--- src/rtl/request_button_if.sv ---
// Signal bundle between one push-button front end (master) and the
// traffic-controller request/service logic (slave).
interface request_button_if #(
  parameter int COUNT_WIDTH = 8
);
  logic                   not_button;
  logic                   service_ack;
  logic                   button_pressed;
  logic                   press_pulse;
  logic                   request_pending;
  logic [COUNT_WIDTH-1:0] press_count;

  // Handshake: the master raises request_pending on an accepted press and
  // holds it; the slave answers with a one-cycle service_ack, which clears
  // the request unless a new press is accepted on that same edge.
  modport master (
    input  not_button,
    input  service_ack,
    output button_pressed,
    output press_pulse,
    output request_pending,
    output press_count
  );

  modport slave (
    output not_button,
    output service_ack,
    input  button_pressed,
    input  press_pulse,
    input  request_pending,
    input  press_count
  );
endinterface

--- src/rtl/request_button_interface.sv ---
// Synchronizes and debounces an active-low KEY, emits a one-cycle press
// pulse, latches a request until service_ack, and counts accepted presses.
module request_button_interface #(
  parameter int DEBOUNCE_CYCLES = 4,
  parameter int COUNT_WIDTH     = 8
) (
  input  logic              clk,
  input  logic              reset,
  request_button_if.master  bus
);

  localparam logic [7:0]             DB_LAST = 8'(DEBOUNCE_CYCLES - 1);
  localparam logic [COUNT_WIDTH-1:0] CNT_MAX = '1;

  logic                   s1_q, s2_q;
  logic                   db_q, db_d;
  logic [7:0]             db_cnt_q, db_cnt_d;
  logic                   pulse_q, pulse_d;
  logic                   pend_q, pend_d;
  logic [COUNT_WIDTH-1:0] count_q, count_d;
  logic                   raw_pressed;
  logic                   press_event;

  always_ff @(posedge clk) begin
    if (reset) begin
      s1_q     <= 1'b1;
      s2_q     <= 1'b1;
      db_q     <= 1'b0;
      db_cnt_q <= '0;
      pulse_q  <= 1'b0;
      pend_q   <= 1'b0;
      count_q  <= '0;
    end else begin
      s1_q     <= bus.not_button;
      s2_q     <= s1_q;
      db_q     <= db_d;
      db_cnt_q <= db_cnt_d;
      pulse_q  <= pulse_d;
      pend_q   <= pend_d;
      count_q  <= count_d;
    end
  end

  always_comb begin
    raw_pressed = ~s2_q;
    db_d        = db_q;
    db_cnt_d    = '0;
    press_event = 1'b0;

    // A mismatch must persist DEBOUNCE_CYCLES edges; any shorter run is dropped.
    if (raw_pressed != db_q) begin
      if (db_cnt_q == DB_LAST) begin
        db_d        = raw_pressed;
        press_event = raw_pressed;
      end else begin
        db_cnt_d = db_cnt_q + 8'd1;
      end
    end

    pulse_d = press_event;

    // A press on the same edge as service_ack wins so the new request survives.
    if (press_event)          pend_d = 1'b1;
    else if (bus.service_ack) pend_d = 1'b0;
    else                      pend_d = pend_q;

    if (press_event && (count_q != CNT_MAX)) count_d = count_q + 1'b1;
    else                                     count_d = count_q;
  end

  assign bus.button_pressed  = db_q;
  assign bus.press_pulse     = pulse_q;
  assign bus.request_pending = pend_q;
  assign bus.press_count     = count_q;

endmodule
--- src/flat_wrapper.sv ---
// flat-port wrapper written by rule: the top's interface ports become plain ports
module request_button_interface_flat 
#(
  parameter int DEBOUNCE_CYCLES = 4,
  parameter int COUNT_WIDTH     = 8
)
  (clk, reset, bus_not_button, bus_service_ack, bus_button_pressed, bus_press_pulse, bus_request_pending, bus_press_count);
  request_button_if #(.COUNT_WIDTH(COUNT_WIDTH)) bus_i ();
  input  logic clk;
  input  logic reset;
  input wire logic [$bits(bus_i.not_button)-1:0] bus_not_button;
  input wire logic [$bits(bus_i.service_ack)-1:0] bus_service_ack;
  output wire logic [$bits(bus_i.button_pressed)-1:0] bus_button_pressed;
  output wire logic [$bits(bus_i.press_pulse)-1:0] bus_press_pulse;
  output wire logic [$bits(bus_i.request_pending)-1:0] bus_request_pending;
  output wire logic [$bits(bus_i.press_count)-1:0] bus_press_count;
  assign bus_i.not_button = bus_not_button;
  assign bus_i.service_ack = bus_service_ack;
  assign bus_button_pressed = bus_i.button_pressed;
  assign bus_press_pulse = bus_i.press_pulse;
  assign bus_request_pending = bus_i.request_pending;
  assign bus_press_count = bus_i.press_count;
  request_button_interface #(.DEBOUNCE_CYCLES(DEBOUNCE_CYCLES), .COUNT_WIDTH(COUNT_WIDTH)) u_core (.clk(clk), .reset(reset), .bus(bus_i));
endmodule
--- config.mk ---
export PLATFORM = sky130hd
export DESIGN_NAME = request_button_interface_flat
export DESIGN_NICKNAME = d
export VERILOG_FILES = /design/src/rtl/request_button_if.sv /design/src/rtl/request_button_interface.sv /design/src/flat_wrapper.sv
export SDC_FILE = /design/constraint.sdc
export NUM_CORES = 1
export LEC_CHECK = 0
export ABC_CLOCK_PERIOD_IN_PS = 2100
export BUFFER_PORTS_ARGS = -buffer_cell sky130_fd_sc_hd__buf_4
export CAP_MARGIN = 20
export CORE_UTILIZATION = 53
export CTS_CLUSTER_DIAMETER = 30
export DETAILED_ROUTE_END_ITERATION = 6
export GPL_TIMING_DRIVEN = 1
export PLACE_DENSITY = 0.84
export SLEW_MARGIN = 20
export SYNTH_ARGS = -nofsm -noshare
export SYNTH_HDL_FRONTEND = slang
export SYNTH_SLANG_ARGS = --single-unit
export TNS_END_PERCENT = 100
--- constraint.sdc ---
create_clock -name clk -period 2.1 [get_ports clk]
set_input_delay 0.315 -clock clk [delete_from_list [all_inputs] [get_ports clk]]
set_output_delay 0.315 -clock clk [all_outputs]
set_load 0.05 [all_outputs]
**Yosys cells after proc, flatten, opt, wreduce, memory -nomap -nowiden**

Cells that the tools add are included.
Widths: inputs -> output; s select.

- Input port bits: 4
- Register bits after elaboration: 21
- Output and inout port bits: 11

- Bitwise gates (word level): 2
- Equality and inequality tests: 3
- Multiplexer cells: 4
- Add/subtract/negate cells: 2
- Reductions and logical operators: 4

Operators with widths:

| cell | count |
|---|---|
| $add 8x1->8 const B | 2 |
| $eq 8x2->1 const B | 1 |
| $ne 8x8->1 const B | 1 |
| $mux 1 | 4 |
| $reduce_or 3->1 | 1 |
| $not 1->1 | 2 |
| $reduce_and 2->1 | 1 |
| $reduce_bool 2->1 | 1 |
| $logic_and 1x1->1 | 1 |
| $ne 1x1->1 | 1 |

**Logic depth before layout (Yosys ltp)**

- Word-level depth: 4
- Gate-level depth with buffers: 6
- Gate-level depth less buffers: 5

**Least setup slack after synthesis**

Ideal clock, no wire load.

- Kind: register to register
- From: reg u_core.db_cnt_q[0]
- To: reg u_core.count_q[3] (netlist: u_core.bus.press_count[3])
- Setup slack: 190 ps
- Buffers on the path: 1
- Data arrival time: 1790 ps
- Required time: 1979 ps
- Clock period less this slack: 1910 ps
- Cell stages (with the launch flop): 7
- Cells stage by stage: dfxtp_1 ha_1 or4b_1 nand3b_4 clkbuf_1 nor2_1 mux2_2

- Cells in the longest elaborated chain, start to end: 4

Ends and longest elaborated chain:

| what | line | source |
|---|---|---|
| start, declared | request_button_interface.sv:17 | `logic [7:0] db_cnt_q, db_cnt_d;` |
| start signal, assigned | request_button_interface.sv:37 | `db_cnt_q <= db_cnt_d;` |
| $eq 8x2->1 | request_button_interface.sv:52 | `if (db_cnt_q == DB_LAST) begin` |
| $mux 1 | request_button_interface.sv:52 |  |
| $mux 1 | request_button_interface.sv:51 | `if (raw_pressed != db_q) begin` |
| $logic_and 1x1->1 | request_button_interface.sv:67 | `if (press_event && (count_q != CNT_MAX)) count_d = count_q + 1'b1;` |
| end signal, assigned | request_button_interface.sv:40 | `count_q <= count_d;` |
| end, declared | request_button_interface.sv:20 | `logic [COUNT_WIDTH-1:0] count_q, count_d;` |

No other way between the ends.
A chain may end at the register's enable or synchronous reset.

**Worst setup path in the final report**

- From: reg u_core.db_cnt_q[1]
- To: reg u_core.count_q[0] (netlist: u_core.bus.press_count[0])

Same word-level chain as after synthesis.

==> report_table.html <==
<table>
<tr><th>Metric</th><th>Value</th></tr>
<tr><th colspan="2">Synthesis</th></tr>
<tr><td>Distinct cell type count of the synthesized netlist</td><td>30</td></tr>
<tr><td>Fraction of synthesized cell area taken by the top area cell type</td><td>46.9%</td></tr>
<tr><td>Leading area contributor after synthesis</td><td>sky130_fd_sc_hd__dfxtp_1</td></tr>
<tr><td>Synthesized netlist net count</td><td>105</td></tr>
<tr><td>Post-synthesis instance area</td><td>896 sq um</td></tr>
<tr><td>Leading post-synthesis cells by cell area</td><td>sky130_fd_sc_hd__dfxtp_1 (47%), sky130_fd_sc_hd__nor2_1 (7.5%), sky130_fd_sc_hd__xnor2_1 (3.9%)</td></tr>
<tr><td>Gate Count Post-Synth</td><td>99</td></tr>
<tr><td>Area share of and/or/nand/nor cells after synthesis</td><td>28.1%</td></tr>
<tr><td>Area fraction in compound gates after synthesis</td><td>10.8%</td></tr>
<tr><td>Largest family of logic cells by synthesized area</td><td>simple AND/OR/NAND/NOR gates</td></tr>
<tr><td>Post-synthesis share of cell area spent on full adders, half adders and majority gates</td><td>2.79%</td></tr>
<tr><td>Synth Warn #</td><td>0</td></tr>
<tr><td>Portion of netlist area occupied by mux cells</td><td>2.51%</td></tr>
<tr><td>Synth Register Bits</td><td>21</td></tr>
<tr><td>Average cell area after synthesis</td><td>9.05 sq um</td></tr>
<tr><td>Seq/Total Area, Yosys</td><td>46.9%</td></tr>
<tr><td>Post-Synth XOR/XNOR Area</td><td>6.84%</td></tr>
<tr><th colspan="2">Route</th></tr>
<tr><td>Routed wire length</td><td>1580 microns</td></tr>
<tr><td>Pre-Repair DR Iteration Count</td><td>4</td></tr>
<tr><td>Via count</td><td>731</td></tr>
<tr><td>Number of nets with antenna violations after routing</td><td>0</td></tr>
<tr><td>Post-DR vias/cell</td><td>5.50</td></tr>
<tr><td>Number of violations reported at the end of detailed-routing iteration 0</td><td>15</td></tr>
<tr><td>Routed wire length per instance</td><td>11.9 microns</td></tr>
<tr><td>Detailed-route DRC error count</td><td>0</td></tr>
<tr><th colspan="2">Worst setup path</th></tr>
<tr><td>Crit path launch type</td><td>flop</td></tr>
<tr><td>Delay of the slowest cell on the worst path</td><td>470 ps</td></tr>
<tr><td>Critical Path Fanout Max</td><td>9</td></tr>
<tr><td>Data arrival time of the critical path</td><td>2220 ps</td></tr>
<tr><td>Worst-path cell with the longest stage delay</td><td>sky130_fd_sc_hd__or4b_1</td></tr>
<tr><td>Sort of element at the end of the critical path</td><td>flop</td></tr>
<tr><td>Terminus of the critical flop-to-flop path</td><td>u_core.bus.press_count[0]</td></tr>
<tr><td>Crit path required time</td><td>2340 ps</td></tr>
<tr><td>Sequence of cells on the critical path</td><td>ha_2 &gt; or4b_1 &gt; nand3b_4 &gt; buf_4 &gt; or3_1 &gt; a21oi_1</td></tr>
<tr><td>Reg-to-reg critical path startpoint</td><td>u_core.db_cnt_q[1]</td></tr>
<tr><td>Worst setup path category</td><td>flop to flop</td></tr>
<tr><td>Reg2Reg Depth</td><td>6</td></tr>
<tr><td>Internal reg-to-reg setup slack</td><td>120 ps</td></tr>
<tr><th colspan="2">Layout</th></tr>
<tr><td>Final nets</td><td>124</td></tr>
<tr><td>Antenna Cells</td><td>0</td></tr>
<tr><td>Share of cells above drive strength 1</td><td>23.9%</td></tr>
<tr><td>Post-layout instance area</td><td>1060 sq um</td></tr>
<tr><td>Fillers</td><td>134</td></tr>
<tr><td>Layout-stage area growth over the synthesis result</td><td>18.6%</td></tr>
<tr><td>Final Core Density</td><td>68.9%</td></tr>
<tr><th colspan="2">GRT</th></tr>
<tr><td>Total global routing overflow</td><td>0</td></tr>
<tr><td>Largest net degree at the start of global routing</td><td>17</td></tr>
<tr><td>Number of antenna violations at the first check in global routing</td><td>0</td></tr>
<tr><td>Number of global-route vias before repair</td><td>627</td></tr>
<tr><td>Wire length of the first global-routing pass</td><td>2510 microns</td></tr>
<tr><td>All-layer global routing usage</td><td>17.8%</td></tr>
<tr><th colspan="2">Placed design</th></tr>
<tr><td>GPL Wtd Cong</td><td>0.781</td></tr>
<tr><td>Count of input and output buffers</td><td>14</td></tr>
<tr><td>Placed Area</td><td>1010 sq um</td></tr>
<tr><td>Post-detail-place hpwl</td><td>1100 microns</td></tr>
<tr><th colspan="2">Power</th></tr>
<tr><td>Lkg Pwr</td><td>0.392 nW</td></tr>
<tr><td>Clock power share</td><td>31.4%</td></tr>
<tr><td>Internal power</td><td>0.000481 W</td></tr>
<tr><td>Share of power burned in registers</td><td>66.2%</td></tr>
<tr><td>IR drop worst, VDD</td><td>377 uV</td></tr>
<tr><td>Reported net switching power</td><td>0.000126 W</td></tr>
<tr><td>Pwr dens</td><td>572 nW/um^2</td></tr>
<tr><td>Switching part of the total</td><td>20.8%</td></tr>
<tr><td>Combinational share of power</td><td>2.4%</td></tr>
<tr><th colspan="2">Min path</th></tr>
<tr><td>WHS Path Cells</td><td>2</td></tr>
<tr><td>Startpoint of the lowest-slack hold path</td><td>bus_not_button</td></tr>
<tr><td>Worst Hold Class</td><td>input pin to flop</td></tr>
<tr><td>Worst hold path endpoint</td><td>u_core.s1_q</td></tr>
<tr><th colspan="2">Timing</th></tr>
<tr><td>Tightest hold margin</td><td>209 ps</td></tr>
<tr><td>Least-Margin Pin Slew</td><td>393 ps</td></tr>
<tr><td>Setup violators final</td><td>0</td></tr>
<tr><td>Max-slew headroom at the worst pin</td><td>73.6%</td></tr>
<tr><td>Final hold vios</td><td>0</td></tr>
<tr><td>Setup repair after global routing missed its margin</td><td>false</td></tr>
<tr><td>Tcrit/Tclk final</td><td>94.3%</td></tr>
<tr><td>Final count of pins violating max slew</td><td>0</td></tr>
<tr><td>Final-layout setup total negative slack</td><td>0 ps</td></tr>
<tr><td>Final setup skew</td><td>2.47 ps</td></tr>
<tr><td>Maximum clock rate</td><td>0.505 GHz</td></tr>
<tr><td>Fin crit period</td><td>1980 ps</td></tr>
<tr><th colspan="2">Clocking</th></tr>
<tr><td>Root buf cell</td><td>sky130_fd_sc_hd__clkbuf_4</td></tr>
<tr><td>Num CTS Buffers</td><td>3</td></tr>
<tr><td>Clock transition at the registers of the reported paths</td><td>110 ps</td></tr>
<tr><td># clock sinks</td><td>21</td></tr>
<tr><td>Clock network latency to the later pin of the worst-skew pair</td><td>300 ps</td></tr>
<tr><td>CTS tree</td><td>built</td></tr>
<tr><td>Hold-fix buffers, CTS</td><td>0</td></tr>
<tr><td>Max Buffers Root-to-Sink</td><td>2</td></tr>
<tr><td>CTS HTree Levels</td><td>1</td></tr>
<tr><th colspan="2">Floorplan</th></tr>
<tr><td>Area inside the core boundary</td><td>1540 sq um</td></tr>
<tr><td>Effective utilization at floorplan</td><td>58.1%</td></tr>
<tr><td>Number of top-level pins</td><td>15</td></tr>
<tr><td>Row cnt</td><td>14</td></tr>
<tr><td>Die Height</td><td>43.1 microns</td></tr>
<tr><td>Full die area</td><td>1860 sq um</td></tr>
<tr><td>Die W</td><td>43.1 microns</td></tr>
<tr><th colspan="2">Flow run</th></tr>
<tr><td>Number of max-capacitance violations reported</td><td>0</td></tr>
<tr><th colspan="2">Run status</th></tr>
<tr><td>Result of the run</td><td>complete, no violations</td></tr>
</table>
critical path, delay by kind of cell, from the launching register on:
kind	cells	cell delay [ps]
flip-flops	1	360
adder cells (fa/ha/maj)	1	200
buffers and inverters	1	190
AND/OR/NAND/NOR	3	1030
AO/OA/AOI/OAI	1	140
layout make-up:
cell class                 instances  area (sq um)  area share (%)
multi-input combinational         73           459            43.2
tap                               16          20.0            1.88
timing repair buffer              17           128            12.0
sequential                        21           422            39.7
inverter                           2          7.51           0.707
clock buffer                       4          26.3            2.47
worst max path at each step:
stage          slack (ps)                from                   endpoint
3_3_place_gp          150  u_core.db_cnt_q[0]  u_core.bus.press_count[4]
5_1_grt                10  u_core.db_cnt_q[1]  u_core.bus.press_count[0]
2_1_floorplan         190  u_core.db_cnt_q[0]  u_core.bus.press_count[3]
3_5_place_dp           50  u_core.db_cnt_q[0]  u_core.bus.press_count[5]
4_1_cts                40  u_core.db_cnt_q[0]  u_core.bus.press_count[5]
6_report              120  u_core.db_cnt_q[1]  u_core.bus.press_count[0]
cell usage after synthesis:
cell,n
sky130_fd_sc_hd__nand2_1,5
sky130_fd_sc_hd__nand4_1,2
sky130_fd_sc_hd__or3_1,3
sky130_fd_sc_hd__dfxtp_1,21
sky130_fd_sc_hd__or4b_1,1
sky130_fd_sc_hd__and2b_1,1
sky130_fd_sc_hd__mux2_2,2
sky130_fd_sc_hd__o21ai_0,2
sky130_fd_sc_hd__inv_1,2
sky130_fd_sc_hd__o31ai_1,3
sky130_fd_sc_hd__nor3b_1,1
sky130_fd_sc_hd__nor2b_1,2
sky130_fd_sc_hd__o21a_1,1
sky130_fd_sc_hd__or2_2,2
sky130_fd_sc_hd__and3_1,1
sky130_fd_sc_hd__nand3_1,3
sky130_fd_sc_hd__a31oi_1,1
sky130_fd_sc_hd__a21oi_1,5
sky130_fd_sc_hd__nand3b_4,1
sky130_fd_sc_hd__o21ba_2,1
sky130_fd_sc_hd__nor4_1,1
sky130_fd_sc_hd__nor3_1,3
sky130_fd_sc_hd__ha_1,2
sky130_fd_sc_hd__nor2_1,18
sky130_fd_sc_hd__clkbuf_1,3
sky130_fd_sc_hd__xor2_1,3
sky130_fd_sc_hd__nand2b_1,1
sky130_fd_sc_hd__or4_1,2
sky130_fd_sc_hd__a211oi_1,2
sky130_fd_sc_hd__xnor2_1,4
power by group through the flow:
stage / Clock [W] / Sequential [W] / Combinational (W)
after global routing: 0.000211 / 0.000403 / 0.0000162
after global placement: 0 / 0.000411 / 0.0000141
after floorplan: 0 / 0.000411 / 0.00000795
after CTS: 0.000194 / 0.000402 / 0.0000146
final: 0.000191 / 0.000402 / 0.0000146
after detailed placement: 0 / 0.000411 / 0.0000144
registers in the layout (all words and copies together) (netlist names):
register,count
u_core.s2_q,1
u_core.bus.press_count,8
u_core.bus.request_pending,1
u_core.s1_q,1
u_core.bus.press_pulse,1
u_core.bus.button_pressed,1
u_core.db_cnt_q,8
what timing repair did:
action,CTS,global route
setup endpoints to repair,0,3
buffers inserted,0,3
gates resized for setup,0,2
logic make-up after synthesis:
family,count (synthesis)
simple gates,47
flops,21
compound gates,15
xor+xnor,7
buf+inv,5
mux,2
fa+ha+maj,2
per-stage QoR:
| stage | setup WS (ps) | total power, W | cells |
|---|---|---|---|
| floorplan | 190 | 0.000419 | 99 |
| global placement | 148 | 0.000425 | 126 |
| detailed placement | 51.5 | 0.000425 | 126 |
| CTS | 35.7 | 0.000611 | 130 |
| global route | 10.5 | 0.000630 | 133 |
| finish | 119 | 0.000608 | 133 |
metal layers:
metal	up-vias	share of wire [%]	track usage [%]	wire [microns]
met5	-	0	0	0
met4	0	1.2	9.70	19
met3	2	3.5	2.55	56
met2	15	52	29.9	819
met1	335	43	21.7	686
li1	379	-	-	-
cells in the final DEF (no fill, tap or decap), types with 3 or more instances in the layout:
| master | synthesis | final |
|---|---|---|
| sky130_fd_sc_hd__clkbuf_4 | 0 | 3 |
| sky130_fd_sc_hd__nand3_1 | 3 | 3 |
| sky130_fd_sc_hd__a21oi_1 | 5 | 5 |
| sky130_fd_sc_hd__buf_4 | 0 | 17 |
| sky130_fd_sc_hd__xnor2_1 | 4 | 4 |
| sky130_fd_sc_hd__dfxtp_1 | 21 | 20 |
| sky130_fd_sc_hd__nand2_1 | 5 | 5 |
| sky130_fd_sc_hd__nor2_1 | 18 | 18 |
| sky130_fd_sc_hd__or3_1 | 3 | 3 |
| sky130_fd_sc_hd__o31ai_1 | 3 | 3 |
| sky130_fd_sc_hd__xor2_1 | 3 | 3 |
| sky130_fd_sc_hd__nor3_1 | 3 | 3 |
(Power assumes the default switching activity.)
